<file path="src/rtl/l2_mem_ctrl_pkg.sv">
// rtl/l2_mem_ctrl_pkg.sv - message codes, widths and state encoding shared by the L2 memory controller
package l2_mem_ctrl_pkg;

  localparam int MSG_WIDTH      = 8;
  localparam int TAG_WIDTH      = 4;
  localparam int DATA_WIDTH     = 16;
  localparam int MEM_DEPTH      = 1 << TAG_WIDTH;
  localparam int MEM_CNT_WIDTH  = 4;
  localparam int MEM_STAT_WIDTH = 16;

  localparam logic [MSG_WIDTH-1:0] MSG_TYPE_LOAD_MEM      = 8'd19;
  localparam logic [MSG_WIDTH-1:0] MSG_TYPE_STORE_MEM     = 8'd20;
  localparam logic [MSG_WIDTH-1:0] MSG_TYPE_LOAD_MEM_ACK  = 8'd21;
  localparam logic [MSG_WIDTH-1:0] MSG_TYPE_STORE_MEM_ACK = 8'd22;

  typedef enum logic [1:0] {
    MEM_STATE_IDLE  = 2'd0,
    MEM_STATE_COUNT = 2'd1,
    MEM_STATE_ACK   = 2'd2
  } mem_state_e;

  function automatic logic is_mem_req(input logic [MSG_WIDTH-1:0] t);
    return (t == MSG_TYPE_LOAD_MEM) || (t == MSG_TYPE_STORE_MEM);
  endfunction

  function automatic logic [MSG_WIDTH-1:0] mem_ack_type(input logic [MSG_WIDTH-1:0] t);
    return (t == MSG_TYPE_LOAD_MEM) ? MSG_TYPE_LOAD_MEM_ACK : MSG_TYPE_STORE_MEM_ACK;
  endfunction

endpackage

</file>
<file path="src/rtl/l2_mem_ctrl_if.sv">
// rtl/l2_mem_ctrl_if.sv - L2 directory msg2 request / msg3 response channel pair
interface l2_mem_ctrl_if;
  import l2_mem_ctrl_pkg::*;

  logic [MSG_WIDTH-1:0]  req_type;
  logic [TAG_WIDTH-1:0]  req_tag;
  logic [DATA_WIDTH-1:0] req_data;
  logic [MSG_WIDTH-1:0]  rsp_type;
  logic [DATA_WIDTH-1:0] rsp_data;
  logic [TAG_WIDTH-1:0]  rsp_tag;
  logic                  busy;

  modport master (
    output req_type, req_tag, req_data,
    input  rsp_type, rsp_data, rsp_tag, busy
  );

  modport slave (
    input  req_type, req_tag, req_data,
    output rsp_type, rsp_data, rsp_tag, busy
  );

endinterface

</file>
<file path="src/rtl/l2_mem_ctrl_mem_array.sv">
// rtl/l2_mem_ctrl_mem_array.sv - tag-indexed backing store: one sync write port, one async read port, optional clear on reset
module l2_mem_ctrl_mem_array
  import l2_mem_ctrl_pkg::*;
#(
  parameter bit INIT_ZERO = 1'b1
) (
  input  logic                  clk,
  input  logic                  rst,
  input  logic                  we_i,
  input  logic [TAG_WIDTH-1:0]  waddr_i,
  input  logic [DATA_WIDTH-1:0] wdata_i,
  input  logic [TAG_WIDTH-1:0]  raddr_i,
  output logic [DATA_WIDTH-1:0] rdata_o
);

  logic [DATA_WIDTH-1:0] mem_q [MEM_DEPTH];

  assign rdata_o = mem_q[raddr_i];

  always_ff @(posedge clk) begin
    if (rst && INIT_ZERO) begin
      for (int i = 0; i < MEM_DEPTH; i++) begin
        mem_q[i] <= '0;
      end
    end else if (we_i) begin
      mem_q[waddr_i] <= wdata_i;
    end
  end

endmodule

</file>
<file path="src/rtl/l2_mem_ctrl.sv">
// rtl/l2_mem_ctrl.sv - single-outstanding L2 memory controller with fixed ack latency
// Optional macro MEM_STATS_EN adds saturating load_cnt/store_cnt ack counters.
module l2_mem_ctrl
  import l2_mem_ctrl_pkg::*;
#(
  parameter int LATENCY   = 4,
  parameter bit INIT_ZERO = 1'b1
) (
  input  logic                      clk,
  input  logic                      rst,
  l2_mem_ctrl_if.slave              bus
`ifdef MEM_STATS_EN
  ,
  output logic [MEM_STAT_WIDTH-1:0] load_cnt,
  output logic [MEM_STAT_WIDTH-1:0] store_cnt
`endif
);

  localparam logic [MEM_CNT_WIDTH-1:0] CNT_INIT = MEM_CNT_WIDTH'(LATENCY - 1);

  mem_state_e            state_q;
  logic [MEM_CNT_WIDTH-1:0] cnt_q;
  logic [MSG_WIDTH-1:0]  type_q, last_type_q, rsp_type_q;
  logic [TAG_WIDTH-1:0]  tag_q, last_tag_q, rsp_tag_q;
  logic [DATA_WIDTH-1:0] data_q, rsp_data_q, rd_data;
  logic                  armed_q, busy_q;
  logic                  req_is_mem, accept, mem_we;

  // req_type is level-held, so only a changed pair or a re-armed channel is a new request.
  assign req_is_mem = is_mem_req(bus.req_type);
  assign accept = (state_q == MEM_STATE_IDLE) && req_is_mem &&
                  (armed_q || (bus.req_type != last_type_q) || (bus.req_tag != last_tag_q));
  assign mem_we = (state_q == MEM_STATE_ACK) && (type_q == MSG_TYPE_STORE_MEM) && !rst;

  l2_mem_ctrl_mem_array #(
    .INIT_ZERO (INIT_ZERO)
  ) u_mem_array (
    .clk     (clk),
    .rst     (rst),
    .we_i    (mem_we),
    .waddr_i (tag_q),
    .wdata_i (data_q),
    .raddr_i (tag_q),
    .rdata_o (rd_data)
  );

  // The ACK state computes the response; it becomes visible on the edge leaving ACK.
  always_ff @(posedge clk) begin
    if (rst) begin
      state_q     <= MEM_STATE_IDLE;
      cnt_q       <= '0;
      type_q      <= '0;
      tag_q       <= '0;
      data_q      <= '0;
      last_type_q <= '0;
      last_tag_q  <= '0;
      armed_q     <= 1'b1;
      busy_q      <= 1'b0;
      rsp_type_q  <= '0;
      rsp_tag_q   <= '0;
      rsp_data_q  <= '0;
    end else begin
      rsp_type_q <= '0;
      rsp_tag_q  <= '0;
      rsp_data_q <= '0;
      case (state_q)
        MEM_STATE_IDLE: begin
          busy_q <= accept;
          if (!req_is_mem) begin
            armed_q <= 1'b1;
          end
          if (accept) begin
            armed_q     <= 1'b0;
            last_type_q <= bus.req_type;
            last_tag_q  <= bus.req_tag;
            type_q      <= bus.req_type;
            tag_q       <= bus.req_tag;
            data_q      <= bus.req_data;
            cnt_q       <= CNT_INIT;
            state_q     <= (LATENCY == 1) ? MEM_STATE_ACK : MEM_STATE_COUNT;
          end
        end
        MEM_STATE_COUNT: begin
          cnt_q <= cnt_q - MEM_CNT_WIDTH'(1);
          if (cnt_q == MEM_CNT_WIDTH'(1)) begin
            state_q <= MEM_STATE_ACK;
          end
        end
        MEM_STATE_ACK: begin
          rsp_type_q <= mem_ack_type(type_q);
          rsp_tag_q  <= tag_q;
          rsp_data_q <= (type_q == MSG_TYPE_LOAD_MEM) ? rd_data : '0;
          state_q    <= MEM_STATE_IDLE;
        end
        default: begin
          state_q <= MEM_STATE_IDLE;
        end
      endcase
    end
  end

  assign bus.rsp_type = rsp_type_q;
  assign bus.rsp_tag  = rsp_tag_q;
  assign bus.rsp_data = rsp_data_q;
  assign bus.busy     = busy_q;

`ifdef MEM_STATS_EN
  logic [MEM_STAT_WIDTH-1:0] load_cnt_q, store_cnt_q;

  always_ff @(posedge clk) begin
    if (rst) begin
      load_cnt_q  <= '0;
      store_cnt_q <= '0;
    end else if (state_q == MEM_STATE_ACK) begin
      if (type_q == MSG_TYPE_LOAD_MEM) begin
        if (load_cnt_q != '1) load_cnt_q <= load_cnt_q + MEM_STAT_WIDTH'(1);
      end else begin
        if (store_cnt_q != '1) store_cnt_q <= store_cnt_q + MEM_STAT_WIDTH'(1);
      end
    end
  end

  assign load_cnt  = load_cnt_q;
  assign store_cnt = store_cnt_q;
`endif

endmodule

</file>
<file path="src/flat_wrapper.sv">
// flat-port wrapper written by rule: the top's interface ports become plain ports
module l2_mem_ctrl_flat import l2_mem_ctrl_pkg::*;
#(
  parameter int LATENCY   = 4,
  parameter bit INIT_ZERO = 1'b1
)
  (clk, rst, bus_req_type, bus_req_tag, bus_req_data, bus_rsp_type, bus_rsp_data, bus_rsp_tag, bus_busy);
  l2_mem_ctrl_if bus_i ();
  input  logic clk;
  input  logic rst;
  input wire logic [$bits(bus_i.req_type)-1:0] bus_req_type;
  input wire logic [$bits(bus_i.req_tag)-1:0] bus_req_tag;
  input wire logic [$bits(bus_i.req_data)-1:0] bus_req_data;
  output wire logic [$bits(bus_i.rsp_type)-1:0] bus_rsp_type;
  output wire logic [$bits(bus_i.rsp_data)-1:0] bus_rsp_data;
  output wire logic [$bits(bus_i.rsp_tag)-1:0] bus_rsp_tag;
  output wire logic [$bits(bus_i.busy)-1:0] bus_busy;
  assign bus_i.req_type = bus_req_type;
  assign bus_i.req_tag = bus_req_tag;
  assign bus_i.req_data = bus_req_data;
  assign bus_rsp_type = bus_i.rsp_type;
  assign bus_rsp_data = bus_i.rsp_data;
  assign bus_rsp_tag = bus_i.rsp_tag;
  assign bus_busy = bus_i.busy;
  l2_mem_ctrl #(.LATENCY(LATENCY), .INIT_ZERO(INIT_ZERO)) u_core (.clk(clk), .rst(rst), .bus(bus_i));
endmodule
</file>
<file path="config.mk">
export PLATFORM = sky130hd
export DESIGN_NAME = l2_mem_ctrl_flat
export DESIGN_NICKNAME = d
export VERILOG_FILES = /design/src/rtl/l2_mem_ctrl_pkg.sv /design/src/rtl/l2_mem_ctrl_if.sv /design/src/rtl/l2_mem_ctrl_mem_array.sv /design/src/rtl/l2_mem_ctrl.sv /design/src/flat_wrapper.sv
export SDC_FILE = /design/constraint.sdc
export NUM_CORES = 1
export LEC_CHECK = 0
export ABC_AREA = 1
export CAP_MARGIN = 20
export CORE_UTILIZATION = 55
export DETAILED_ROUTE_END_ITERATION = 12
export PLACE_DENSITY_LB_ADDON = 0.3
export SYNTH_ARGS = -nofsm -noshare
export SYNTH_HDL_FRONTEND = slang
export SYNTH_SLANG_ARGS = --single-unit
</file>
<file path="constraint.sdc">
create_clock -name clk -period 3.3 [get_ports clk]
set_input_delay 0.66 -clock clk [delete_from_list [all_inputs] [get_ports clk]]
set_output_delay 0.66 -clock clk [all_outputs]
set_load 0.02 [all_outputs]
</file>
; Word level (Yosys, flattened, before mapping)
; Memory sizes are Yosys's and may differ from the RTL's. A register that Yosys moved wholly into a read port is not among the register bits.
; Cells that the tools add are included.
[word_totals]
elab_cells = 58
memories = 1
ram_bits = 256
out_inout_bits = 29
inputBits = 30
ff_bits = 48
[memory_table]
columns = name, depth, width, read_ports, rd_clocked_by_memory_dff, write_ports, line_no
row1 = u_core.u_mem_array.mem_q, 16, 16, 1, 1, 16, l2_mem_ctrl_mem_array.sv:16  ; logic [DATA_WIDTH-1:0] mem_q [MEM_DEPTH];
[classes]
bitwise_logic = 2
eq_ne = 12
addsub = 1
muxes = 16
reduce_logical = 17
[ops]
columns = op, n
row1 = == test 8 x 5 -> 1 bit (second input constant), 4
row2 = 2-to-1 mux 16 bit, 1
row3 = OR reduction 16 bit, 1
row4 = 2-to-1 mux 1 bit, 8
row5 = 2-to-1 mux 4 bit, 2
row6 = inequality test 8 bit, 1
row7 = one-hot mux 4 bit (2 select lines), 1
row8 = AND reduction 2 bit, 4
row9 = 2-to-1 mux 2 bit, 3
row10 = == test 4 x 1 -> 1 bit (second input constant), 1
row11 = logical AND 1 bit, 4
row12 = inequality test 2 x 1 -> 1 bit (second input constant), 2
row13 = inequality test 4 bit, 1
row14 = one-hot mux 2 bit (2 select lines), 1
row15 = subtractor 4 x 1 -> 4 bit (second input constant), 1
row16 = logical OR 1 bit, 3
row17 = OR reduction 3 bit, 1
row18 = == test 2 x 1 -> 1 bit (second input constant), 1
row19 = == test 2 bit (second input constant), 1
row20 = logical NOT 2 bit, 1
row21 = inequality test 2 bit (second input constant), 1
row22 = inverter 1 bit, 2
row23 = nonzero test 2 bit, 1
row24 = OR reduction 2 bit, 1
row25 = logical NOT 1 bit, 1

; Depth between registers and ports, before layout
; Gate-level depths: netlist of run 1.
[depth]
ltp_word = 8
depth_mapped = 14
depth_no_buf = 11

; Cells and area by module
; Synthesis of run 1 repeated with hierarchy kept, for this count alone.
[hier_totals]
hier_cells = 1693
hier_area_um2 = 14775.4
[by_module_without_submodules]
columns = mod, area_each_um2, cells_per_inst, n_inst, seq_area_each_um2
row1 = l2_mem_ctrl_mem_array, 12465.7, 1386, 1, 7687.4
row2 = l2_mem_ctrl, 2309.7, 307, 1, 1181.1

; Worst setup path before layout of run 1
; Ideal clock, no wire load.
[synth_timing]
path_kind = input to register
startpoint = input port rst
endpoint = memory u_core.u_mem_array.mem_q[4][0] (enable)
setup_time_ns = 0.372
cell_stages = 6
required_time_ns = 2.928
path_slack_ns = 0.889
n_path_buf = 1
t_arrival_ns = 2.040
path_cell_list = nor3_4 nand3b_4 nor3_4 nand2_4 buf_6 nand2_1
[synth_rtl]
columns = item, line_no
row1 = from (decl), flat_wrapper.sv:10  ; input logic rst;
row2 = to (decl), l2_mem_ctrl_mem_array.sv:16

==> results of run 1 <==
==> cell families (layout without fill, tap and decap cells) <==
group,Yosys count,in the layout
AOI/OAI and AO/OA,168,168
and+or+nand+nor,581,581
buffers and inverters,135,222
DFF,315,315
other,1,4
xor gates and xnor gates,1,1
adders and majority gates,2,2
==> power breakdown <==
group	leakage, nW	internal [W]	switching, W
registers	3.12	0.00439	0.0000379
logic	1.83	0.0000981	0.000166
clock network	0.454	0.00192	0.00145
total	5.40	0.00640	0.00165
==> per-layer routing <==
layer / part of all wire [%] / GRT usage [%] / vias up
li1: - / - / 4256
met2: 48 / 45.1 / 460
met1: 39 / 36.6 / 4487
met3: 9.0 / 4.21 / 80
met5: 0 / 0 / -
met4: 3.2 / 10.3 / 0
==> stage by stage <==
stage,worst slack (ps),instance area (sq um),power [W]
after floorplan,889,13200,0.00464
after global placement,471,14100,0.00476
after detailed placement,409,14100,0.00477
after CTS,973,15100,0.00808
after global routing,757,15100,0.00827
final,919,15100,0.00805
==> worst min-delay path by stage <==
stage / start / endpoint / slack [ps]
2_1_floorplan: u_core.armed_q / u_core.armed_q / 450
3_3_place_gp: u_core.bus.busy / u_core.bus.busy / 460
3_5_place_dp: u_core.bus.busy / u_core.bus.busy / 460
4_1_cts: u_core.bus.busy / u_core.bus.busy / 470
5_1_grt: u_core.bus.busy / u_core.bus.busy / 490
6_report: u_core.bus.busy / u_core.bus.busy / 460
==> area by class of cell <==
type | count | area (sq um)
clock buffers | 46 | 842
clock inverters | 12 | 116
multi-input cells | 756 | 3700
fillers | 1827 | 8370
repair buffers | 110 | 973
well taps | 319 | 399
inverters | 54 | 203
flip-flops and latches | 315 | 8870
==> cell usage after synthesis (all sizes together) (12+ instances only) <==
master,number,area (sq um)
nor2,338,1310
edfxtp,256,7690
nand4,12,75.1
a22oi,128,961
nand2,191,787
buf,36,251
clkbuf,45,169
o21ai,26,130
nand3,17,85.1
dfxtp,59,1180
inv,54,203
==> critical path: cells and delay by family, from the launching register on <==
family | cells | cell delay, ps
simple gates | 6 | 1120
buf+inv | 2 | 540
flops | 1 | 500
compound gates | 1 | 110
==> flip-flops by register name (all words and copies together), names as in the netlist <==
name                      count
u_core.bus.rsp_tag            4
u_core.type_q                 8
u_core.cnt_q                  4
u_core.state_q                2
u_core.u_mem_array.mem_q    256
u_core.last_tag_q             4
u_core.data_q                16
u_core.bus.rsp_type           3
u_core.armed_q                1
u_core.bus.rsp_data          16
u_core.bus.busy               1
==> impl_results.md, run 1 <==
* Status: complete, no violations
* YS warnings at 0
* Power Density at 533 nW/um^2
* Slew at the pin closest to its max-slew limit at 877 ps
* Final setup violation count at 0
* Ys async rst share at 0%
* ANT cells at 0
* PostCTS Resize Cnt at 0
* Die area at 24,500 sq um
* Worst EP arrival at 2840 ps
* DRT Pass-1 Iters at 5
* Leak pwr at 5.40 nW
* Post-Synth XOR/XNOR Area at 0.0666%
* MaxCap Viol Count at 0
* Fin util at 64.3%
* Seq/Total Area, Yosys at 67.4%
* Startpoint types: flip-flop
* Setup slack, reg-to-reg at 920 ps
* RSZ-0062 raised after global routing: no
* R2r endpoint: u_core.bus.rsp_data[7]
* WP data required at 3760 ps
* Hold path cells at 2
* Drc violations at 0
* Post-synthesis simple-gate area fraction at 18.7%
* Die extent in x at 157 microns
* Area Growth Syn to Fin at 14.8%
* Class of the worst hold path: flip-flop to flip-flop
* Flops & latches, synth at 315
* Clock Pin Slew Worst Setup and Hold Paths at 60 ps
* # Post-CTS Setup Buffers at 0
* Initial Utilization at 56.1%
* Largest family of logic cells by synthesized area: simple AND/OR/NAND/NOR gates
* Post-synthesis cell count at 1,203
* Slowest stage delay, CP at 640 ps
* Worst Setup SP: u_core.last_tag_q[1]
* Period utilisation layout at 72.1%
* First-pass GRT wire length at 49,500 microns
* Synth unique cells at 32
* Clock skew at 30.1 ps
* Mapped Avg Cell Area at 10.9 sq um
* Vias post-DR at 9,283
* Antenna violations before repair at 1
* Relative slew slack at 41.4%
* Gr usage total at 27.3%
* Vias/cell at 5.76
* Post-synthesis mux area share at 0%
* Post-Route WL at 32,700 microns
* Inst Count DP at 1,554
* Hold Slack at 463 ps
* End of the critical path: u_core.bus.rsp_data[7]
* Worst setup EP type: flip-flop
* Core Area at 23,500 sq um
* Row cnt at 56
* Peak supply drop at 349 uV
* Number of flops mapped to enable cells by yosys at 256
* Clk buf depth at 3
* Pin count of the biggest net entering global routing at 69
* Finished Layout Cells at 1,612
* Clock Latency Late Sink at 570 ps
* Vias in the first global route at 8,878
* TritonCTS Sinks at 315
* Fin Setup TNS at 0 ps
* Share of cells above drive strength 1 at 10.8%
* CTS tree: done
* Period minus WS final at 2380 ps
* Commonest non-fill, non-tap cell in the layout: nor2_1
* IO Port Bufs at 54
* Die Y at 157 microns
* Adder-cell share of the synthesized area at 0.190%
* Ports at 59
* Worst reg2reg path depth at 9
* Final hold violation count at 0
* Critical-path cell list: inv_1 > nor2_4 > buf_4 > a22oi_1 > nand2_1 > nand2_1 > nand3_1 > nor2_1 > nor2_1
* Synth Area in Compound Gates at 8.90%
* Reg-to-reg critical path startpoint: u_core.last_tag_q[1]
* GP Congestion at 0.914
* Root Buffer: clkbuf_16
* Post-synthesis instance area at 13,200 sq um
* Top_reg_cell synth: edfxtp_1
* Crit-path slowest cell: nor2_4
* Iter 0 DRT Violations at 1,056
* TritonCTS Buffers at 31
* Total gr overflow at 0
* WL per Instance at 20.3 microns
* Nets at 1,300
* Critical path class: flip-flop to flip-flop
* Fmax at 0.420 GHz
* H-tree depth at 1
* Most frequent cells in the layout: 320 x nor2_1, 256 x edfxtp_1, 179 x nand2_1, 128 x a22oi_1, 59 x dfxtp_1
* HPWL after DPL at 21,100 microns
* Worst-path fanout max at 22
* Pins Over Slew Limit at 0
* Hold_buf cts at 0
* Post-route antenna net violation count at 0
Note: power is estimated with default switching activity, not from simulation.
==> run 2, diff against run 1 <==
==> constraint.sdc (replaced) <==
create_clock -name clk -period 2.3 [get_ports clk]
set_input_delay 0.46 -clock clk [delete_from_list [all_inputs] [get_ports clk]]
set_output_delay 0.46 -clock clk [all_outputs]
set_load 0.02 [all_outputs]
==> impl_results.md, run 2 (synthesis gave the netlist of run 1 again) <==
* Status: complete, no violations
* Worst EP arrival at 2610 ps (-230 ps)
* CTS tree: done
* Total gr overflow at 0 (unchanged)
* Max FFs per register at 256 (unchanged)
* Clock Latency Late Sink at 560 ps (about the same)
* Finished Layout Cells at 1,630 (+1.1%)
* # Post-CTS Setup Buffers at 0 (unchanged)
* Drc violations at 0 (unchanged)
* Post-route antenna net violation count at 0 (unchanged)
* Die Y at 157 microns (unchanged)
* Hold_buf cts at 0 (unchanged)
* Clock Power Share at 43.3% (+1.5 points)
* Slew at the pin closest to its max-slew limit at 1160 ps (+279 ps)
* Most frequent cells in the layout: 320 x nor2_1, 256 x edfxtp_1, 179 x nand2_1, 128 x a22oi_1, 60 x buf_4
* Total power at 0.0119 W (+48%)
* Switching share of power at 19.6% (-0.90 points)
* Cell Int Power at 0.00959 W (+50%)
* Period minus WS final at 2110 ps (-274 ps)
* Antenna violations before repair at 0 (-1)
* Hold Path End: u_core.bus.busy
* Vias in the first global route at 9,163 (+3.2%)
* Ports at 59 (unchanged)
* WL per Instance at 20.5 microns (+0.89%)
* ANT cells at 0 (unchanged)
* Worst setup EP type: flip-flop
* First-pass GRT wire length at 49,800 microns (+0.60%)
* H-tree depth at 1 (unchanged)
* Class of the worst hold path: flip-flop to flip-flop
* Nets at 1,321 (+1.6%)
* RSZ-0062 raised after global routing: no
* Startpoint types: flip-flop
* Critical hold path startpoint: u_core.bus.busy
* Area Growth Syn to Fin at 18.1%
* Gate power share at 3.4% (about the same)
* Core Area at 23,500 sq um (unchanged)
* Sequential share of power at 53.3% (-1.7 points)
* Clock skew at 12.0 ps (-18.1 ps)
* Initial Utilization at 56.1% (unchanged)
* Final setup violation count at 0 (unchanged)
* Reg-to-reg critical path startpoint: u_core.last_tag_q[1]
* GP Congestion at 0.894 (-2.2%)
* Worst-path fanout max at 20 (-9.1%)
* Pin count of the biggest net entering global routing at 69 (unchanged)
* Fmax at 0.475 GHz (+13%)
* Peak supply drop at 489 uV (+40%)
* Gr usage total at 27.9% (+0.60 points)
* Switching pwr at 0.00234 W (+42%)
* Most flops, register: u_core.u_mem_array.mem_q
* Setup slack, reg-to-reg at 190 ps (-730 ps)
* Iter 0 DRT Violations at 933 (-12%)
* Post-Route WL at 33,400 microns (+2.0%)
* Pre-CTS setup slack at -85.5 ps (-495 ps)
* Critical path class: flip-flop to flip-flop
* Clk buf depth at 3 (unchanged)
* TritonCTS Buffers at 31 (unchanged)
* Period utilisation layout at 91.6% (+19 points)
* Post-route setup slack at 193 ps (-726 ps)
* Vias post-DR at 9,307 (+0.26%)
* Die area at 24,500 sq um (unchanged)
* Vias/cell at 5.71 (-0.85%)
* R2r endpoint: u_core.bus.rsp_data[12]
* Leak pwr at 5.61 nW (+4.0%)
* Die extent in x at 157 microns (unchanged)
* Pins Over Slew Limit at 0 (unchanged)
* Power Density at 768 nW/um^2 (+44%)
* Inst Count DP at 1,575 (+1.4%)
* Share of cells above drive strength 1 at 12.4% (+1.6 points)
* TritonCTS Sinks at 315 (unchanged)
* DRT Pass-1 Iters at 5 (unchanged)
* Commonest non-fill, non-tap cell in the layout: nor2_1
* Root Buffer: clkbuf_16
* MaxCap Viol Count at 0 (unchanged)
* Clock Pin Slew Worst Setup and Hold Paths at 60 ps (about the same)
* HPWL after DPL at 21,900 microns (+3.8%)
* Final hold violation count at 0 (unchanged)
* WP data required at 2800 ps (-960 ps)
* IO Port Bufs at 54 (unchanged)
* Relative slew slack at 22.6% (-19 points)
* Fin util at 66.2% (+1.9 points)
* Hold path cells at 2 (unchanged)
* PostCTS Resize Cnt at 0 (unchanged)
* Row cnt at 56 (unchanged)
* Worst reg2reg path depth at 9 (unchanged)
-- run 2: how the worst max path moves through the flow --
stage	from	end	slack, ps	cells after the start
finish	u_core.last_tag_q[1]	u_core.bus.rsp_data[12]	190	9
global route	u_core.last_tag_q[1]	u_core.bus.rsp_data[8]	80	9
CTS	u_core.last_tag_q[1]	u_core.bus.rsp_data[12]	230	9
detailed placement	rst	u_core.u_mem_array.mem_q[2][4]	-90	8
global placement	rst	u_core.u_mem_array.mem_q[4][4]	-50	8
floorplan	rst	u_core.u_mem_array.mem_q[4][0]	90	6
-- run 2: final cells by class --
cell class / instances / area (sq um)
Multi-Input combinational cell: 756 / 3700
Fill cell: 1739 / 7930
Inverter: 54 / 203
Timing Repair Buffer: 131 / 1330
Clock buffer: 45 / 858
Clock inverter: 10 / 179
Sequential cell: 315 / 8870
Tap cell: 319 / 399
-- run 2: worst max-delay path: stages (launching register included) --
cell     delay (ps)
dfxtp_1         510
inv_1           160
nor2_4          460
buf_12          240
a22oi_1          80
nand2_1         140
nand2_1          80
nand3_1         190
nor2_1           90
nor2_1           80
-- run 2: layer usage --
metal  track usage (%)  vias up  wire length [microns]
li1                  -     4301                      -
met4              13.0        0                   1430
met3              5.84      108                   2850
met2              48.7      464                  16800
met1              33.1     4434                  12300
met5                 0        -                      0
-- run 2: power groups by stage --
stage	registers, W	logic, W	clock network (W)
after floorplan	0.00645	0.000208	0
after global placement	0.00647	0.000391	0
after detailed placement	0.00648	0.000401	0
after CTS	0.00636	0.000405	0.00519
after global routing	0.00637	0.000439	0.00542
final	0.00636	0.000407	0.00517
-- run 2: per-stage QoR --
| step | cell area (sq um) | setup TNS [ps] | hold slack [ps] |
|---|---|---|---|
| 2_1_floorplan | 13200 | 0 | 450 |
| 3_3_place_gp | 14500 | -6460 | 456 |
| 3_5_place_dp | 14500 | -11430 | 470 |
| 4_1_cts | 15500 | 0 | 479 |
| 5_1_grt | 15500 | 0 | 495 |
| 6_report | 15500 | 0 | 474 |
